`src/rtl/ram_read_sequencer_pkg.sv`:
```
// Shared types and RAM geometry for the block-read sequencer and its FIFO.
// No logic: state encoding plus default widths matching the ram block.
package ram_read_sequencer_pkg;

    localparam int RAM_ADDR_WIDTH = 16;
    localparam int RAM_DATA_WIDTH = 32;

    typedef enum logic [1:0] {
        S_IDLE  = 2'd0,
        S_READ  = 2'd1,
        S_DRAIN = 2'd2
    } state_t;

endpackage

```
`src/rtl/ram_read_fifo.sv`:
```
// Output buffer: DEPTH-entry synchronous FIFO, head visible the cycle after push (no bypass).
// Pop is ignored when empty; the caller must never push into a full FIFO.
module ram_read_fifo #(
    parameter int WIDTH = 33,
    parameter int DEPTH = 2
) (
    input  logic                     Clock,
    input  logic                     Reset,
    input  logic                     i_push,
    input  logic [WIDTH-1:0]         i_push_dat,
    input  logic                     i_pop,
    output logic [WIDTH-1:0]         o_head_dat,
    output logic [$clog2(DEPTH):0]   o_count,
    output logic                     o_empty
);

    localparam int PW = $clog2(DEPTH);
    localparam int CW = PW + 1;

    logic [WIDTH-1:0] r_mem [DEPTH];
    logic [PW-1:0]    r_wr_ptr;
    logic [PW-1:0]    r_rd_ptr;
    logic [CW-1:0]    r_count;
    logic             w_pop;

    assign w_pop      = i_pop & (r_count != '0);
    assign o_head_dat = r_mem[r_rd_ptr];
    assign o_count    = r_count;
    assign o_empty    = (r_count == '0);

    // Storage is cleared too so the head reads as zero straight out of reset.
    always_ff @(posedge Clock or posedge Reset) begin
        if (Reset) begin
            for (int i = 0; i < DEPTH; i++) begin
                r_mem[i] <= '0;
            end
            r_wr_ptr <= '0;
            r_rd_ptr <= '0;
            r_count  <= '0;
        end else begin
            if (i_push) begin
                r_mem[r_wr_ptr] <= i_push_dat;
                r_wr_ptr        <= r_wr_ptr + PW'(1);
            end
            if (w_pop) begin
                r_rd_ptr <= r_rd_ptr + PW'(1);
            end
            case ({i_push, w_pop})
                2'b10:   r_count <= r_count + CW'(1);
                2'b01:   r_count <= r_count - CW'(1);
                default: r_count <= r_count;
            endcase
        end
    end

endmodule

```
`src/rtl/ram_read_sequencer.sv`:
```
// Streams WordCount RAM words from StartAddress; first OutValid two cycles after Start, 1 word/cycle.
// Reads are only issued when the buffer is guaranteed room, so OutReady=0 simply stalls issue.
module ram_read_sequencer
    import ram_read_sequencer_pkg::*;
#(
    parameter int ADDR_WIDTH = RAM_ADDR_WIDTH,
    parameter int DATA_WIDTH = RAM_DATA_WIDTH,
    parameter int FIFO_DEPTH = 2
) (
    input  logic                  Clock,
    input  logic                  Reset,
    input  logic                  Start,
    input  logic [ADDR_WIDTH-1:0] StartAddress,
    input  logic [ADDR_WIDTH-1:0] WordCount,
    output logic                  Busy,
    output logic                  Done,
    output logic                  RamEnable,
    output logic                  RamReadWrite,
    output logic [ADDR_WIDTH-1:0] RamAddress,
    input  logic [DATA_WIDTH-1:0] RamDataOut,
    output logic [DATA_WIDTH-1:0] OutData,
    output logic                  OutValid,
    input  logic                  OutReady,
    output logic                  OutLast
);

    localparam int CW = $clog2(FIFO_DEPTH) + 1;

    state_t                r_state;
    state_t                w_next_state;
    logic                  r_ram_en;
    logic                  r_issue_last;
    logic                  r_done;
    logic [ADDR_WIDTH-1:0] r_ram_addr;
    logic [ADDR_WIDTH-1:0] r_remaining;

    logic                  w_issue_first;
    logic                  w_issue;
    logic                  w_done_set;
    logic                  w_pop;
    logic                  w_fifo_empty;
    logic [CW-1:0]         w_fifo_count;
    logic [CW-1:0]         w_occ_next;
    logic [DATA_WIDTH:0]   w_head;

    ram_read_fifo #(
        .WIDTH (DATA_WIDTH + 1),
        .DEPTH (FIFO_DEPTH)
    ) u_fifo (
        .Clock      (Clock),
        .Reset      (Reset),
        .i_push     (r_ram_en),
        .i_push_dat ({r_issue_last, RamDataOut}),
        .i_pop      (w_pop),
        .o_head_dat (w_head),
        .o_count    (w_fifo_count),
        .o_empty    (w_fifo_empty)
    );

    assign OutValid     = !w_fifo_empty;
    assign OutData      = w_head[DATA_WIDTH-1:0];
    assign OutLast      = OutValid & w_head[DATA_WIDTH];
    assign w_pop        = OutValid & OutReady;
    assign Busy         = (r_state != S_IDLE);
    assign Done         = r_done;
    assign RamEnable    = r_ram_en;
    assign RamAddress   = r_ram_addr;
    assign RamReadWrite = 1'b1;

    // Occupancy once this cycle's push and pop have landed; next-cycle pops are not credited.
    assign w_occ_next = w_fifo_count + CW'(r_ram_en) - CW'(w_pop);

    always_ff @(posedge Clock or posedge Reset) begin
        if (Reset) begin
            r_state <= S_IDLE;
        end else begin
            r_state <= w_next_state;
        end
    end

    always_comb begin
        w_next_state  = r_state;
        w_issue_first = 1'b0;
        w_issue       = 1'b0;
        w_done_set    = 1'b0;
        case (r_state)
            S_IDLE: begin
                if (Start) begin
                    if (WordCount != '0) begin
                        w_next_state  = S_READ;
                        w_issue_first = 1'b1;
                    end else begin
                        w_done_set = 1'b1;
                    end
                end
            end
            S_READ: begin
                if (r_remaining == '0) begin
                    w_next_state = S_DRAIN;
                end else if (w_occ_next <= CW'(FIFO_DEPTH - 1)) begin
                    w_issue = 1'b1;
                end
            end
            S_DRAIN: begin
                if (w_pop && w_head[DATA_WIDTH]) begin
                    w_next_state = S_IDLE;
                    w_done_set   = 1'b1;
                end
            end
            default: w_next_state = S_IDLE;
        endcase
    end

    // r_remaining counts reads still to issue beyond the one currently on the RAM port.
    always_ff @(posedge Clock or posedge Reset) begin
        if (Reset) begin
            r_ram_en     <= 1'b0;
            r_issue_last <= 1'b0;
            r_done       <= 1'b0;
            r_ram_addr   <= '0;
            r_remaining  <= '0;
        end else begin
            r_ram_en <= w_issue_first | w_issue;
            r_done   <= w_done_set;
            if (w_issue_first) begin
                r_ram_addr   <= StartAddress;
                r_remaining  <= WordCount - ADDR_WIDTH'(1);
                r_issue_last <= (WordCount == ADDR_WIDTH'(1));
            end else if (w_issue) begin
                r_ram_addr   <= r_ram_addr + ADDR_WIDTH'(1);
                r_remaining  <= r_remaining - ADDR_WIDTH'(1);
                r_issue_last <= (r_remaining == ADDR_WIDTH'(1));
            end
        end
    end

endmodule

```
`config.mk`:
```
export PLATFORM = sky130hd
export DESIGN_NAME = ram_read_sequencer
export DESIGN_NICKNAME = d
export VERILOG_FILES = /design/src/rtl/ram_read_sequencer_pkg.sv /design/src/rtl/ram_read_fifo.sv /design/src/rtl/ram_read_sequencer.sv
export SDC_FILE = /design/constraint.sdc
export NUM_CORES = 1
export LEC_CHECK = 0
export CORE_MARGIN = 3
export CORE_UTILIZATION = 30
export DETAILED_ROUTE_END_ITERATION = 16
export SLEW_MARGIN = 20
export SYNTH_ARGS = -nofsm -noshare
export SYNTH_HDL_FRONTEND = slang
export SYNTH_HIERARCHICAL = 1
export SYNTH_SLANG_ARGS = --single-unit
```
`constraint.sdc`:
```
create_clock -name Clock -period 7.3 [get_ports Clock]
set_clock_uncertainty 0.05 [all_clocks]
set_input_delay 1.095 -clock Clock [delete_from_list [all_inputs] [get_ports Clock]]
set_output_delay 1.095 -clock Clock [all_outputs]
set_load 0.02 [all_outputs]
```
=== Word level (Yosys, flattened, before mapping) ===
Cells that the tools add are included.

* $add $sub $neg: 9
* Order comparisons: 4
* Equality and inequality tests: 10
* Multiplexer cells: 28
* Bitwise gates (word level): 6
* Reductions and logical operators: 12

{| class="wikitable"
|+ Operators by type and width
! kind !! count
|-
| 33-bit 2-to-1 mux || 4
|-
| 66-bit bitwise mux || 1
|-
| 16-bit 2-to-1 mux || 4
|-
| 33-bit demux with 1-bit select || 1
|-
| 16-bit by 1-bit == test with 1-bit output, second input constant || 2
|-
| 16-bit by 1-bit subtractor with 16-bit output, second input constant || 2
|-
| 16-bit by 1-bit adder with 16-bit output, second input constant || 1
|-
| 16-bit zero test || 1
|-
| 16-bit nonzero test || 1
|-
| 1-bit 2-to-1 mux || 11
|-
| 2-bit 2-to-1 mux || 4
|-
| 2-bit inequality test, second input constant || 4
|-
| 2-bit nonzero test || 4
|-
| 2-bit one-hot mux with 3 select lines || 1
|-
| 2-bit by 1-bit == test with 1-bit output, second input constant || 2
|-
| 2-bit == test, second input constant || 2
|-
| 2-bit greater-or-equal comparator, second input constant || 2
|-
| 2-bit zero test || 2
|-
| 1-bit inverter with 2-bit output || 2
|-
| 2-bit one-hot mux with 2 select lines || 1
|-
| 4-bit AND reduction || 1
|-
| 1-bit AND || 3
|-
| 1-bit adder, second input constant || 2
|-
| 2-bit by 1-bit adder with 2-bit output || 1
|-
| other kinds (9) || 10
|}

* Register bits after elaboration: 107
* Output and inout bits: 54

=== Longest topological paths before layout ===
Gate-level depths: netlist of the first run.

* Depth after elaboration: 10
* Depth in mapped cells: 10
* Depth with buffers taken out: 8

=== By module ===
Netlist of the first run, hierarchy kept.

{| class="wikitable"
|+ Modules (own cells, without submodules)
! module !! times used !! cells each !! area an instance (sq um)
|-
| ram_read_fifo || 1 || 193 || 3194.3
|-
| ram_read_sequencer || 1 || 302 || 2598.7
|}

=== Least setup slack after synthesis of the first run ===
OpenSTA, ideal clock, no wires.

* Path kind: input to register
* Start: in OutReady
* End: reg r_remaining[13]
* Library setup time: 0.144 ns
* Data arrival time: 2.798 ns
* Path slack: 4.309 ns
* Cell stages on the path: 7
* Buffers on the path: 0
* Path through: nor2b_1 -> ha_1 -> nor2b_1 -> xor2_1 -> or4_2 -> o31ai_1 -> a22oi_1

* Cells in the longest elaborated chain, start to end: 7

{| class="wikitable"
|+ RTL lines
! element !! line !! text
|-
| from (decl) || ram_read_sequencer.sv:23 || <nowiki>input logic OutReady,</nowiki>
|-
| 1-bit AND || ram_read_sequencer.sv:63 || <nowiki>assign w_pop = OutValid & OutReady;</nowiki>
|-
| 2-bit by 1-bit subtractor with 2-bit output || ram_read_sequencer.sv:71 || <nowiki>assign w_occ_next = w_fifo_count + CW'(r_ram_en) - CW'(w_pop);</nowiki>
|-
| 2-bit by 1-bit less-or-equal comparator with 1-bit output || ram_read_sequencer.sv:100 || <nowiki>end else if (w_occ_next <= CW'(FIFO_DEPTH - 1)) begin</nowiki>
|-
| 1-bit 2-to-1 mux || ram_read_sequencer.sv:100 ||
|-
| 1-bit 2-to-1 mux || ram_read_sequencer.sv:98 || <nowiki>if (r_remaining == '0) begin</nowiki>
|-
| 1-bit 2-to-1 mux || ram_read_sequencer.sv:86 || <nowiki>case (r_state)</nowiki>
|-
| 2-bit nonzero test (no source line) || -- ||
|-
| to (signal assigned) || ram_read_sequencer.sv:127 || <nowiki>r_remaining <= WordCount - ADDR_WIDTH'(1);</nowiki>
|-
| to (signal assigned) || ram_read_sequencer.sv:131 || <nowiki>r_remaining <= r_remaining - ADDR_WIDTH'(1);</nowiki>
|-
| to (decl) || ram_read_sequencer.sv:35 || <nowiki>logic [ADDR_WIDTH-1:0] r_remaining;</nowiki>
|}

No other way between the ends.
A chain may end at the register's enable or synchronous reset.

=== Final worst setup path of the first run ===
* Start: in OutReady
* End: reg r_ram_addr[7], in the netlist RamAddress[7]

* Cells in the longest elaborated chain, start to end: 7

{| class="wikitable"
|+ RTL lines
! element !! line !! text
|-
| 1-bit AND || ram_read_sequencer.sv:63 ||
|-
| via w_pop || ram_read_sequencer.sv:40 || <nowiki>logic w_pop;</nowiki>
|-
| 2-bit by 1-bit subtractor with 2-bit output || ram_read_sequencer.sv:71 ||
|-
| 2-bit by 1-bit less-or-equal comparator with 1-bit output || ram_read_sequencer.sv:100 ||
|-
| 1-bit 2-to-1 mux || ram_read_sequencer.sv:100 ||
|-
| 1-bit 2-to-1 mux || ram_read_sequencer.sv:98 ||
|-
| 1-bit 2-to-1 mux || ram_read_sequencer.sv:86 ||
|-
| 2-bit nonzero test (no source line) || -- ||
|-
| to (signal assigned) || ram_read_sequencer.sv:126 || <nowiki>r_ram_addr <= StartAddress;</nowiki>
|-
| to (signal assigned) || ram_read_sequencer.sv:130 || <nowiki>r_ram_addr <= r_ram_addr + ADDR_WIDTH'(1);</nowiki>
|-
| to (decl) || ram_read_sequencer.sv:34 || <nowiki>logic [ADDR_WIDTH-1:0] r_ram_addr;</nowiki>
|}

The timed path passes the listed nets, and every way through them passes these cells.

==> flow_summary.ini, run 1 <==
[finish]
area_delta_synth_final_pct = 29.0
ff_latch_area_sq_um = 2680
drive_gt1_share_pct = 21.4
fillCellCount = 1812
layout.core_utilization_pct = 39.7
n_antenna_cell = 0
final_cell_mix = clkdlybuf4s50_1, dfrtp_1, mux2_2, nor2_1, mux2_4
layoutNonFillerInstCount = 872
finalNetCount = 683
finalInstanceArea_sq_um = 7470
final_common_cell = clkdlybuf4s50_1
multi_input_area_sq_um = 2880

[drt]
routedWlPerCell_microns = 15.7
num_vias = 4335
dr.pass1.iters = 4
postRouteWirelength_mm = 13.7
vias_per_cell = 4.97
drt-initial-drc-count = 201
drc = 0
ant_nets = 0

[synthesis]
ys_top_cells_by_area = dfrtp_1, mux2_2, mux2_4
synth_cell_types = 46
synthCells = 495
ys_seq_area_share_pct = 46.2
synth_largest_area_cell = dfrtp_1
synth_edf_count = 0
synth.top_cell.area_share_pct = 46.2
syn-num-nets = 571
synth_area_per_cell_sq_um = 11.7
yosys_warnings = 6
ys.flop_type = dfrtp_1
syn_area_sq_um = 5790
synth-seq-cells = 107
async_reset_ff_share_pct = 100

[grt]
grt_usage_pct = 13.1
grt_first_pass_wirelength_mm = 22.8
grt_max_degree = 71
grt_antenna_before_repair = 0
grt_pass1_vias = 4398
overflow = 0

[worst_setup_path]
worst_path_most_repeated_cell = nor2b_1
crit_slowest_cell = or4_1
rr_startpoint = u_fifo/o_count[0]$_DFFE_PP0P_
arrival_ps = 4010
r2r_slack_ps = 4170
startpoint = OutReady
path_max_fanout = 36
reg2reg_depth = 8
cp-end-kind = flop
critPathTopFamily = simple AND/OR/NAND/NOR gates
startpoint_type = input port
crit_required_ps = 7520
crit_chain = clkdlybuf4s50_1 > nor2b_1 > ha_1 > nor2b_1 > xnor2_1 > nand3_2 > or4_1 > a31oi_1
critPathKind = input port to flop
r2r_end = RamAddress[7]$_DFFE_PP0P_
critPathMaxStageDelay_ps = 700
cp.buffers_inverters = 1

[place]
pre_cts_slack_ps = 2760
port-buffer-count = 120
place_area_sq_um = 7170
placed_cells = 856
gp_congestion = 0.755
dpl.hpwl_mm = 9.50

[clocking]
ctsLongestPathBuffers = 2
hold_buffers = 0
clk_latency_ps = 350
clk_pin_slew_ps = 70
numCtsBuffers = 9
cts_tree = yes
cts_setup_buffers = 0
cts_resized = 0
cts.sink_count = 107
cts_max_level = 3
cts_root_buffer = clkbuf_16

[power_and_ir_drop]
leakage_nw = 2.99
power_mw = 3.42
irDropWorstVdd_mv = 0.157
power_density_nw_per_um2 = 458

[timing]
finalSetupViolCount = 0
rsz0062_at_grt = no
tightest_slew_ps = 1040
fmax_mhz = 264
hold_viol_final = 0
fin_crit_sh_pct = 51.9
slew_violations = 0
holdWs_ps = 434
setup_ws_ps = 3510
min_period_ps = 3790
tns_ps = 0
worst_slew_margin_rel_pct = 30.8

[floorplanning]
fp.dieW_microns = 145
boundaryPins = 122
rows = 50
dieArea_sq_um = 21000
die_h_microns = 145
start_util_pct = 30.8
core_area_sq_um = 18800

[job]
drv_cap = 0

[worst_hold_path]
hp-start = r_state[0]$_DFFE_PP0P_
min_path_cells = 1
worstHoldPathType = flop to flop
hold-path-endpoint = Done$_DFF_PP0_

[run_status]
status = finished, final reports clean
## cells by family (layout without fill, tap and decap cells)
kind of cell,Yosys count,after routing,synth area share [%]
buffers and inverters,40,157,4.25
DFF,107,107,46.2
muxes,104,104,22.1
and+or+nand+nor,130,130,12.6
other,1,1,0.0647
AOI/OAI and AO/OA,79,79,9.11
xor gates and xnor gates,26,26,3.93
adders and majority gates,8,8,1.73
## routing by layer
metal	GRT usage, %	up-vias	part of all wire [%]
met2	21.3	135	47
met4	3.28	0	1.1
met3	3.19	12	4.5
met5	0	-	0
li1	-	2047	-
met1	17.6	2141	47
## worst max-delay path by stage
stage                                  endpoint  slack [ps]  depth (start not counted)
floorplan           r_remaining[13]$_DFFE_PP0P_        4310                          7
global placement      RamAddress[5]$_DFFE_PP0P_        2860                          8
detailed placement    RamAddress[7]$_DFFE_PP0P_        2760                          8
CTS                   RamAddress[7]$_DFFE_PP0P_        3120                          8
global route          RamAddress[7]$_DFFE_PP0P_        3280                          8
finish                RamAddress[7]$_DFFE_PP0P_        3510                          8
## layout make-up
class | count | area share, %
clock inverter | 5 | 0.820
sequential | 107 | 35.8
timing repair buffer | 125 | 16.6
multi-input combinational | 348 | 38.5
inverter | 16 | 0.804
tap | 260 | 4.35
clock buffer | 11 | 3.11
## state kept, by name, indices dropped and copies added (netlist names)
name             count
RamAddress          16
r_issue_last         1
u_fifo/r_rd_ptr      1
r_remaining         16
Done                 1
u_fifo/o_count       2
u_fifo/r_mem        66
r_state              2
u_fifo/r_wr_ptr      1
RamEnable            1
## synth_stat cells, drive strengths merged, types with 2 or more instances
| library cell | count |
|---|---|
| inv | 16 |
| o31ai | 7 |
| o41ai | 6 |
| buf | 19 |
| xor2 | 15 |
| mux2 | 100 |
| nor3 | 7 |
| or3 | 11 |
| o21ai | 17 |
| a2111oi | 2 |
| nand4 | 9 |
| a22oi | 9 |
| dfrtp | 107 |
| nand2 | 24 |
| o31a | 5 |
| nor2b | 5 |
| or4 | 5 |
| a21oi | 15 |
| nor2 | 30 |
| nor4b | 2 |
| nand3b | 5 |
| mux2i | 4 |
| a31oi | 15 |
| nand2b | 2 |
| clkbuf | 5 |
| xnor2 | 11 |
| and3 | 3 |
| nor4 | 10 |
| a41oi | 3 |
| nand4b | 2 |
| ha | 8 |
| nand3 | 12 |
## report_power, final
group | switching, mW | internal [mW]
registers | 0.224 | 0.884
logic | 0.882 | 0.940
clock network | 0.223 | 0.269
Note: power is estimated with default switching activity, not from simulation.
==> inputs of run 2 (changes only) <==
Clock period 7.3 ns to 3.48 ns, I/O delays scaled along.
==> flow_summary.ini, run 2 (synthesis gave the netlist of run 1 again) <==
[run_status]
status = finished, final reports clean

[clocking]
cts_setup_buffers = 0
cts.sink_count = 107
cts_tree = yes
clk_pin_slew_ps = 70
cts_resized = 0
ctsLongestPathBuffers = 2
hold_buffers = 0
clk_latency_ps = 350
numCtsBuffers = 9
cts_max_level = 3
cts_root_buffer = clkbuf_16

[worst_hold_path]
worstHoldPathType = flop to flop
hp-start = r_state[0]$_DFFE_PP0P_
hold-path-endpoint = Done$_DFF_PP0_
min_path_cells = 1

[timing]
setup_ws_ps = 722
tightest_slew_ps = 1030
fin_crit_sh_pct = 79.3
hold_viol_final = 0
slew_violations = 0
min_period_ps = 2760
fmax_mhz = 363
finalSetupViolCount = 0
holdWs_ps = 436
rsz0062_at_grt = no
worst_slew_margin_rel_pct = 31.2
tns_ps = 0

[grt]
grt_usage_pct = 13.2
grt_antenna_before_repair = 0
grt_first_pass_wirelength_mm = 23.2
overflow = 0
grt_pass1_vias = 4530
grt_max_degree = 71

[worst_setup_path]
path_max_fanout = 4
reg2reg_depth = 8
startpoint_type = input port
r2r_end = r_remaining[14]$_DFFE_PP0P_
r2r_slack_ps = 790
critPathKind = input port to flop
crit_required_ps = 3600
rr_startpoint = u_fifo/o_count[0]$_DFFE_PP0P_
arrival_ps = 2880
cp-end-kind = flop

[floorplanning]
boundaryPins = 122
dieArea_sq_um = 21000
die_h_microns = 145
start_util_pct = 30.8
core_area_sq_um = 18800
rows = 50
fp.dieW_microns = 145

[place]
pre_cts_slack_ps = 361
placed_cells = 861
gp_congestion = 0.757
place_area_sq_um = 7220
dpl.hpwl_mm = 9.85
port-buffer-count = 120

[power_and_ir_drop]
leakage_nw = 3.01
irDropWorstVdd_mv = 0.318
power_density_nw_per_um2 = 961
power_mw = 7.23

[finish]
regMostFlops = u_fifo/r_mem
finalNetCount = 688
area_delta_synth_final_pct = 29.8
largest_reg_flops = 66
n_antenna_cell = 0
finalInstanceArea_sq_um = 7520
layout.core_utilization_pct = 39.9
fillCellCount = 1818
final_common_cell = clkdlybuf4s50_1
final_cell_mix = clkdlybuf4s50_1, dfrtp_1, mux2_2, nor2_1, mux2_4
layoutNonFillerInstCount = 877
drive_gt1_share_pct = 22.0

[drt]
drt-initial-drc-count = 272
vias_per_cell = 4.95
postRouteWirelength_mm = 13.9
ant_nets = 0
num_vias = 4342
drc = 0
routedWlPerCell_microns = 15.8
dr.pass1.iters = 5

[job]
drv_cap = 0
==> run 2: metal layers <==
layer  vias to the layer above  track usage [%]  routed length, microns
li1                       2054                -                       -
met4                         0             3.80                     185
met5                         -                0                       0
met1                      2116             17.3                    6420
met3                        15             2.94                     718
met2                       157             22.1                    6570
==> run 2: power breakdown <==
group	total, mW	switching [mW]	internal, mW
combinational	3.87	1.86	2.01
sequential	2.33	0.475	1.85
clock	1.03	0.470	0.560
==> run 2: cell type report <==
type	count	area, sq um	area share, %
Clock inverter	6	65.1	0.866
Inverter	16	60.1	0.799
Sequential cell	107	2680	35.6
Tap cell	260	325	4.33
Clock buffer	10	229	3.05
Multi-Input combinational cell	348	2870	38.2
Timing Repair Buffer	130	1290	17.1
==> run 2: how the worst max path moves through the flow <==
stage / from / endpoint / slack, ps / cells past startpoint
final: OutReady / r_remaining[14]$_DFFE_PP0P_ / 720 / 8
after floorplan: u_fifo/o_count[0]$_DFFE_PP0P_ / r_remaining[13]$_DFFE_PP0P_ / 1060 / 8
after global placement: OutReady / r_remaining[13]$_DFFE_PP0P_ / 380 / 8
after CTS: u_fifo/r_rd_ptr$_DFFE_PP0P_ / OutData[17] / 690 / 3
after global routing: OutReady / r_remaining[14]$_DFFE_PP0P_ / 520 / 8
after detailed placement: OutReady / RamAddress[7]$_DFFE_PP0P_ / 360 / 9
==> run 2: worst max-delay path, stage by stage <==
cell and delay (ps):
clkdlybuf4s50_1 450, nor2b_1 260, ha_1 280, nor2b_1 200, xor2_1 170, or4b_4 530, o41ai_1 360, a22oi_1 110
